## src/rtl/ibr128_host_seq_if.sv

```systemverilog
// rtl/ibr128_host_seq_if.sv - IBR128 CSR slave-port bus between host sequencer and wrapper
interface ibr128_host_seq_if;
  logic        CS;
  logic        Write;
  logic        Read;
  logic [4:0]  Addr;
  logic [31:0] WData;
  logic [31:0] RData;

  modport master (output CS, output Write, output Read, output Addr, output WData, input RData);
  modport slave  (input CS, input Write, input Read, input Addr, input WData, output RData);
endinterface

```

## src/rtl/ibr128_host_seq.sv

```systemverilog
// rtl/ibr128_host_seq.sv - runs one IBR128 block operation over the CSR port from a single Start
module ibr128_host_seq #(
  parameter int POLL_MAX = 1024
) (
  input  logic                 Clk,
  input  logic                 Rst,
  input  logic                 Start,
  input  logic                 LoadKey,
  input  logic                 SA,
  input  logic                 Encrypt,
  input  logic                 FB,
  input  logic [1:0]           SOM,
  input  logic [63:0]          key0In,
  input  logic [63:0]          key1In,
  input  logic [127:0]         IVIn,
  input  logic [127:0]         plainTextIn,
  output logic                 Busy,
  output logic                 Done,
  output logic                 Error,
  output logic [127:0]         cipherTextOut,
  ibr128_host_seq_if.master    csr
);
  localparam int CW = $clog2(POLL_MAX + 1);

  typedef enum logic [3:0] {
    S_IDLE, S_WR_KEY, S_WR_IV, S_WR_PT, S_WR_CTRL,
    S_POLL_RD, S_POLL_CHK, S_RD_CT, S_CLR, S_DONE
  } state_t;

  state_t         state, nxt;
  logic [1:0]     idx, nxt_idx;
  logic [CW-1:0]  cnt;
  logic           err;
  logic [63:0]    key0_q, key1_q;
  logic [127:0]   iv_q, pt_q;
  logic           sa_q, enc_q, fb_q;
  logic [1:0]     som_q;
  logic [3:0][31:0] ct_q;
  logic [127:0]   ct_out;

  logic [127:0]   key_q;
  logic [6:0]     bit_off;
  logic [31:0]    ctrl_word;
  logic           poll_left;

  assign key_q     = {key1_q, key0_q};
  assign bit_off   = {idx, 5'd0};
  // Enable bit is left clear here and OR-ed in only for the start-of-operation write
  assign ctrl_word = {26'd0, fb_q, som_q, enc_q, sa_q, 1'b0};
  assign poll_left = cnt < CW'(POLL_MAX);

  assign Busy          = (state != S_IDLE) && (state != S_DONE);
  assign Done          = (state == S_DONE);
  assign Error         = err;
  assign cipherTextOut = ct_out;

  always_comb begin
    nxt       = state;
    nxt_idx   = idx;
    csr.CS    = 1'b0;
    csr.Write = 1'b0;
    csr.Read  = 1'b0;
    csr.Addr  = '0;
    csr.WData = '0;
    case (state)
      S_IDLE: begin
        if (Start) begin
          nxt_idx = 2'd0;
          nxt     = LoadKey ? S_WR_KEY : S_WR_PT;
        end
      end
      S_WR_KEY: begin
        csr.CS = 1'b1; csr.Write = 1'b1;
        csr.Addr  = 5'h0A + {3'b0, idx};
        csr.WData = key_q[bit_off +: 32];
        nxt_idx   = idx + 2'd1;
        if (idx == 2'd3) nxt = S_WR_IV;
      end
      S_WR_IV: begin
        csr.CS = 1'b1; csr.Write = 1'b1;
        csr.Addr  = 5'h06 + {3'b0, idx};
        csr.WData = iv_q[bit_off +: 32];
        nxt_idx   = idx + 2'd1;
        if (idx == 2'd3) nxt = S_WR_PT;
      end
      S_WR_PT: begin
        csr.CS = 1'b1; csr.Write = 1'b1;
        csr.Addr  = 5'h02 + {3'b0, idx};
        csr.WData = pt_q[bit_off +: 32];
        nxt_idx   = idx + 2'd1;
        if (idx == 2'd3) nxt = S_WR_CTRL;
      end
      S_WR_CTRL: begin
        csr.CS = 1'b1; csr.Write = 1'b1;
        csr.WData = ctrl_word | 32'd1;
        nxt       = S_POLL_RD;
      end
      S_POLL_RD: begin
        csr.CS = 1'b1; csr.Read = 1'b1;
        csr.Addr = 5'h01;
        nxt      = S_POLL_CHK;
      end
      S_POLL_CHK: begin
        if (csr.RData[0]) begin
          nxt     = S_RD_CT;
          nxt_idx = 2'd0;
        end else if (poll_left) begin
          nxt = S_POLL_RD;
        end else begin
          nxt = S_CLR;
        end
      end
      S_RD_CT: begin
        csr.CS = 1'b1; csr.Read = 1'b1;
        csr.Addr = 5'h0E + {3'b0, idx};
        nxt_idx  = idx + 2'd1;
        if (idx == 2'd3) nxt = S_CLR;
      end
      S_CLR: begin
        csr.CS = 1'b1; csr.Write = 1'b1;
        csr.WData = ctrl_word;
        nxt       = S_DONE;
      end
      S_DONE:  nxt = S_IDLE;
      default: nxt = S_IDLE;
    endcase
  end

  always_ff @(posedge Clk) begin
    if (Rst) begin
      state  <= S_IDLE;
      idx    <= 2'd0;
      cnt    <= '0;
      err    <= 1'b0;
      key0_q <= '0;
      key1_q <= '0;
      iv_q   <= '0;
      pt_q   <= '0;
      sa_q   <= 1'b0;
      enc_q  <= 1'b0;
      fb_q   <= 1'b0;
      som_q  <= 2'd0;
      ct_q   <= '0;
      ct_out <= '0;
    end else begin
      state <= nxt;
      idx   <= nxt_idx;
      case (state)
        S_IDLE: begin
          if (Start) begin
            key0_q <= key0In;
            key1_q <= key1In;
            iv_q   <= IVIn;
            pt_q   <= plainTextIn;
            sa_q   <= SA;
            enc_q  <= Encrypt;
            fb_q   <= FB;
            som_q  <= SOM;
            cnt    <= '0;
            err    <= 1'b0;
          end
        end
        S_POLL_RD:  cnt <= cnt + CW'(1);
        S_POLL_CHK: if (!csr.RData[0] && !poll_left) err <= 1'b1;
        // read data lags its strobe by one cycle, so word idx-1 lands while word idx is requested
        S_RD_CT:    if (idx != 2'd0) ct_q[idx - 2'd1] <= csr.RData;
        S_CLR:      if (!err) ct_q[3] <= csr.RData;
        S_DONE:     if (!err) ct_out <= ct_q;
        default: ;
      endcase
    end
  end
endmodule

```

## src/flat_wrapper.sv

```systemverilog
// flat-port wrapper written by rule: the top's interface ports become plain ports
module ibr128_host_seq_flat 
#(
  parameter int POLL_MAX = 1024
)
  (Clk, Rst, Start, LoadKey, SA, Encrypt, FB, SOM, key0In, key1In, IVIn, plainTextIn, Busy, Done, Error, cipherTextOut, csr_CS, csr_Write, csr_Read, csr_Addr, csr_WData, csr_RData);
  ibr128_host_seq_if csr_i ();
  input  logic Clk;
  input  logic Rst;
  input  logic Start;
  input  logic LoadKey;
  input  logic SA;
  input  logic Encrypt;
  input  logic FB;
  input  logic [1:0] SOM;
  input  logic [63:0] key0In;
  input  logic [63:0] key1In;
  input  logic [127:0] IVIn;
  input  logic [127:0] plainTextIn;
  output logic Busy;
  output logic Done;
  output logic Error;
  output logic [127:0] cipherTextOut;
  output wire logic [$bits(csr_i.CS)-1:0] csr_CS;
  output wire logic [$bits(csr_i.Write)-1:0] csr_Write;
  output wire logic [$bits(csr_i.Read)-1:0] csr_Read;
  output wire logic [$bits(csr_i.Addr)-1:0] csr_Addr;
  output wire logic [$bits(csr_i.WData)-1:0] csr_WData;
  input wire logic [$bits(csr_i.RData)-1:0] csr_RData;
  assign csr_CS = csr_i.CS;
  assign csr_Write = csr_i.Write;
  assign csr_Read = csr_i.Read;
  assign csr_Addr = csr_i.Addr;
  assign csr_WData = csr_i.WData;
  assign csr_i.RData = csr_RData;
  ibr128_host_seq #(.POLL_MAX(POLL_MAX)) u_core (.Clk(Clk), .Rst(Rst), .Start(Start), .LoadKey(LoadKey), .SA(SA), .Encrypt(Encrypt), .FB(FB), .SOM(SOM), .key0In(key0In), .key1In(key1In), .IVIn(IVIn), .plainTextIn(plainTextIn), .Busy(Busy), .Done(Done), .Error(Error), .cipherTextOut(cipherTextOut), .csr(csr_i));
endmodule
```

## config.mk

```make
export PLATFORM = sky130hd
export DESIGN_NAME = ibr128_host_seq_flat
export DESIGN_NICKNAME = d
export VERILOG_FILES = /design/src/rtl/ibr128_host_seq_if.sv /design/src/rtl/ibr128_host_seq.sv /design/src/flat_wrapper.sv
export SDC_FILE = /design/constraint.sdc
export NUM_CORES = 2
export LEC_CHECK = 0
export BUFFER_PORTS_ARGS = -buffer_cell sky130_fd_sc_hd__buf_2
export CAP_MARGIN = 10
export CORE_AREA = 2 2 229 231
export DETAILED_ROUTE_END_ITERATION = 10
export DIE_AREA = 0 0 231 233
export PLACE_DENSITY = 0.75
export SYNTH_ARGS = -nofsm -noshare
export SYNTH_HDL_FRONTEND = slang
export SYNTH_SLANG_ARGS = --single-unit
```

## constraint.sdc

```tcl
create_clock -name Clk -period 6.47 [get_ports Clk]
set_clock_uncertainty 0.15 [all_clocks]
set_input_delay 0.647 -clock Clk [delete_from_list [all_inputs] [get_ports Clk]]
set_output_delay 0.647 -clock Clk [all_outputs]
set_load 0.02 [all_outputs]
```

# Word level (Yosys, flattened, before mapping)
# Index checks and enable logic that the tools add are counted.
# word_totals
ff_bits,663
latch_bits,0
mem_bits_rw,0
mem_bits_ro,0
word_cells,103
n_memories,0
# op_classes
addsub,7
multipliers,0
n_div,0
order_cmp,3
eq_ne,20
shifts,3
n_mux,28
bitwise_logic,1
n_reduce_logical,24
# ops
cell,n
128-bit by 8-bit variable part select with 32-bit output,3
32-bit case mux with 5 select lines,1
128-bit bitwise mux,1
128-bit two-way mux,1
32-bit demux with 2-bit select,1
32-bit two-way mux,2
32-bit case mux with 2 select lines,1
4-bit case mux with 9 select lines,1
4-bit two-way mux,7
5-bit case mux with 5 select lines,1
11-bit case mux with 2 select lines,1
4-bit by 3-bit == test with 1-bit output (second input constant),4
2-bit by 1-bit inequality test with 1-bit output (second input constant),6
11-bit by 1-bit adder with 11-bit output (second input constant),1
11-bit < comparator (second input constant),1
11-bit two-way mux,1
4-bit by 2-bit adder with 5-bit output (first input constant),2
3-bit AND reduction,3
4-bit by 2-bit == test with 1-bit output (second input constant),2
4-bit == test (second input constant),2
2-bit AND reduction,4
2-bit nonzero test,4
7-bit OR reduction,1
2-bit two-way mux,3
other kinds (23),32

# Longest topological paths before layout
# depth
depth_word,8
mapped_depth,9
depth_no_buf,5

# Worst setup path before layout
# OpenSTA, ideal clock, no wires.
# synth_path
path_kind,reg2out
start,register u_core.state[0]
end,output csr_WData[19]
t_arrival_ns,1.999
t_required_ns,5.673
slack_ns,3.674
path_stages_with_launch,7
cell_sequence,dfxtp_1 > buf_6 > nor4b_4 > clkbuf_1 > a22oi_1 > mux4_2 > a211oi_2
# synth_between
elab_chain_cells,2
word_cells_on_any_way,6
classes_between,5 x eq/ne; 1 x mux
# synth_lines
item,line,text
start: declaration,ibr128_host_seq.sv:30,"state_t state, nxt;"
start signal: assignment,ibr128_host_seq.sv:146,state <= nxt;
"4-bit == test, or another cell as far along",ibr128_host_seq.sv:65,case (state)
32-bit case mux with 5 select lines (*),ibr128_host_seq.sv:65,
end: declaration,flat_wrapper.sv:28,output wire logic [$bits(csr_i.WData)-1:0] csr_WData;
# Every way passes the cells marked *; elsewhere a longest branch is shown, timed or not.

# Final worst setup path
# layout_path
start,register u_core.state[0]
end,output csr_WData[20]
# Same word-level chain as after synthesis.

==> results by group <==
Placement
  – DP Wirelength: 64,700 µm
  – DP Area: 29,600 µm²
  – Port-buffer cells: 595
  – RePlAce Congestion: 0.940

Clocking
  – Clk Latency, worst-skew pair: 0.61 ns
  – Clk buf depth: 3
  – CTS buffer count: 70
  – Clk sink count: 663
  – CTS tree: done
  – Post-CTS Resized: 0
  – Post-CTS repair timing setup buffer count: 0
  – CTS hold repair buffers: 0
  – Reg clk slew, reported paths: 0.06 ns
  – H-tree levels: 3
  – Root buffer cell: clkbuf_16

Drt
  – Via-per-instance ratio: 5.66
  – Drc violations: 0
  – DR iter-0 viols: 3,118
  – Post-route ant nets: 0
  – Final wirelength: 93,300 µm
  – Iteration count of the initial detailed-routing pass: 9
  – WL/cell: 20.8 µm
  – Routed vias: 25,300

Setup path
  – Critical path class: flop to output pin
  – Worst setup EP type: output pin
  – Worst-path maximum fanout: 104
  – FF-to-FF path depth: 6
  – CP required: 5.67 ns
  – Worst EP arrival: 4.06 ns
  – Worst setup SP type: flop
  – RR Startpoint: u_core.state[0]$_SDFFE_PP0P_
  – R2r setup slk: 2.27 ns
  – Worst r2r dst: u_core.key0_q[5]$_SDFFE_PP0P_

Synthesis
  – Top-area cell type share of the netlist area: 50.1%
  – Primary FF master, synth: dfxtp_1
  – Post-synth top area cell: dfxtp_1
  – Synthesized cell area: 26,500 µm²
  – Main area contributors after synthesis: dfxtp_1 50%, nand2_1 19%, a21oi_1 13%, mux4_2 4.7%, a22oi_1 2.9%
  – Asr flop ratio synth: 0%
  – Mapped Cells: 3,314
  – Count leader, synth: nand2_1
  – Yosys cell types: 52
  – Post-synth net total: 3,745
  – Syn avg cell area: 7.99 µm²
  – Post-synth EDFFs: 0
  – Top cells by count, synth: 1,314 x nand2_1, 666 x a21oi_1, 663 x dfxtp_1
  – Syn. warnings: 0
  – Yosys reg bits: 663
  – Sequential element share of the synthesized area: 50.1%

Pwr
  – Leak: 12.3 nW
  – Clock power share: 33.4%
  – Worst vdd ir: 0.249 mV
  – Sw frac: 35.0%
  – Share of power burned in registers: 38.9%
  – Internal power: 8.25 mW
  – P_sw: 4.45 mW
  – Combinational Power Share: 27.7%
  – Cell area power density: 397 nW/µm²

GRT
  – First-pass GRT wire length: 136,000 µm
  – Grt ovf: 0
  – Vias in the first global route: 22,800
  – Tot GR Track Use: 33.5%
  – Initial antenna violation count: 15
  – Largest net degree at the start of global routing: 212

Floorplan
  – Row count: 83
  – Die width: 231 µm
  – CORE AREA: 51,100 µm²
  – Initial Util: 51.8%
  – Die area: 53,800 µm²
  – # IOs: 596
  – Die Y: 233 µm

STA
  – Slew Viols, Final: 0
  – Min cycle time layout: 4.86 ns
  – Final hold vios: 0
  – Final setup fails: 0
  – Unrepaired setup endpoints after global routing: false
  – FMAX: 0.206 GHz
  – Slew @ Worst Pin: 1.17 ns
  – Post-Route Setup TNS: 0 ns
  – Slew HR: 22.0%
  – Fin crit share: 75.1%

Cells and area
  – Final Util: 62.7%
  – Filler Cell Count: 4,579
  – Final nets: 4,165
  – Layout area overhead: 21.0%
  – Storage element area: 13,300 µm²
  – Share of cells above drive strength 1: 22.6%
  – Multi-input gate area: 12,100 µm²
  – Final Cell Area: 32,000 µm²

Run status
  – Run status: complete, no violations

Job
  – Maxcap violations: 0

Min path
  – Hold path endpoint: u_core.iv_q[85]$_SDFFE_PP0P_
  – Class of the worst hold path: input port to flop
  – Worst hold stages: 3
  – HP Start: IVIn[85]
area by class of cell:
cell class | count | share of cell area [%]
sequential | 663 | 41.5
antenna | 11 | 0.0859
inverter | 3 | 0.0352
timing repair buffer | 627 | 10.3
clock inverter | 25 | 1.06
clock buffer | 102 | 6.58
tap | 680 | 2.66
multi-input combinational | 2369 | 37.8
power groups by stage:
stage | Clock (mW) | Combinational, mW | Sequential [mW]
after floorplan | 0 | 2.49 | 4.83
after global placement | 0 | 3.44 | 5.00
after detailed placement | 0 | 3.48 | 5.00
after CTS | 4.28 | 3.49 | 4.92
after global routing | 4.44 | 3.78 | 4.98
final | 4.24 | 3.52 | 4.94
stage by stage:
stage | setup slack, ns | cells | total power [mW] | hold slack [ns]
3_3_place_gp | 2.41 | 4342 | 8.44 | 0.287
6_report | 1.61 | 4480 | 12.7 | 0.112
2_1_floorplan | 3.67 | 3314 | 7.32 | 0.282
5_1_grt | 1.54 | 4476 | 13.2 | 0.107
3_5_place_dp | 2.34 | 4342 | 8.48 | 0.291
4_1_cts | 1.69 | 4469 | 12.7 | 0.0939
worst max-delay path by stage:
stage	startpoint	end	slack, ns	depth (start not counted)
2_1_floorplan	u_core.state[0]$_SDFFE_PP0P_	csr_WData[19]	3.67	6
3_3_place_gp	u_core.state[0]$_SDFFE_PP0P_	u_core.cnt[10]$_SDFFE_PP0P_	2.41	6
3_5_place_dp	u_core.state[0]$_SDFFE_PP0P_	u_core.cnt[10]$_SDFFE_PP0P_	2.34	6
4_1_cts	u_core.state[0]$_SDFFE_PP0P_	csr_WData[20]	1.69	6
5_1_grt	u_core.state[3]$_SDFFE_PP0P_	csr_WData[20]	1.54	6
6_report	u_core.state[0]$_SDFFE_PP0P_	csr_WData[20]	1.61	6
flip-flops by register name, summed over array words and instances, names as in the netlist:
name	cells
u_core.Error	1
u_core.cipherTextOut	128
u_core.cnt	11
u_core.ct_q	128
u_core.enc_q	1
u_core.fb_q	1
u_core.idx	2
u_core.iv_q	128
u_core.key0_q	64
u_core.key1_q	64
u_core.pt_q	128
u_core.sa_q	1
u_core.som_q	2
u_core.state	4
cells in the final DEF, fill, tap and decap left out, types with 5 or more instances in the layout:
| master | instances |
|---|---|
| diode_2 | 11 |
| or2_2 | 5 |
| nor2_1 | 53 |
| clkbuf_1 | 14 |
| nand3b_1 | 5 |
| bufinv_16 | 7 |
| clkbuf_8 | 13 |
| ha_1 | 6 |
| nand2_1 | 1314 |
| mux2_2 | 12 |
| nor2b_1 | 10 |
| o211ai_1 | 9 |
| buf_12 | 6 |
| clkbuf_16 | 75 |
| a32o_1 | 5 |
| nor3_1 | 6 |
| mux4_2 | 55 |
| clkinv_2 | 10 |
| o21ai_0 | 5 |
| buf_2 | 594 |
| a311oi_1 | 6 |
| nand3_1 | 7 |
| dfxtp_1 | 660 |
| buf_4 | 26 |
| a211oi_2 | 26 |
| a21oi_1 | 666 |
| mux2i_1 | 16 |
| a22oi_1 | 104 |
metal layers:
metal	routed length, µm	up-vias	global-route usage [%]
li1	-	11900	-
met1	36900	12000	43.8
met2	42800	1204	52.6
met3	8930	165	7.22
met4	4540	6	16.4
met5	46	-	0
worst max-delay path: stages (launching register included):
cell	delay (ns)
dfxtp_4	0.62
nor4b_4	0.35
buf_4	0.88
a22oi_1	0.39
mux4_2	0.62
a211oi_2	0.30
buf_2	0.22
logic make-up (layout without fill, tap and decap cells):
logic type | Yosys count | in the layout | synth area share [%]
AOI/OAI and AO/OA | 845 | 845 | 18.2
xor gates and xnor gates | 1 | 1 | 0.0331
adders and majority gates | 6 | 6 | 0.284
buffers and inverters | 282 | 757 | 4.37
DFF | 663 | 663 | 50.1
muxes | 83 | 83 | 5.79
other | 0 | 11 | 0
and+or+nand+nor | 1434 | 1434 | 21.2
Note: power is estimated with default switching activity, not from simulation.
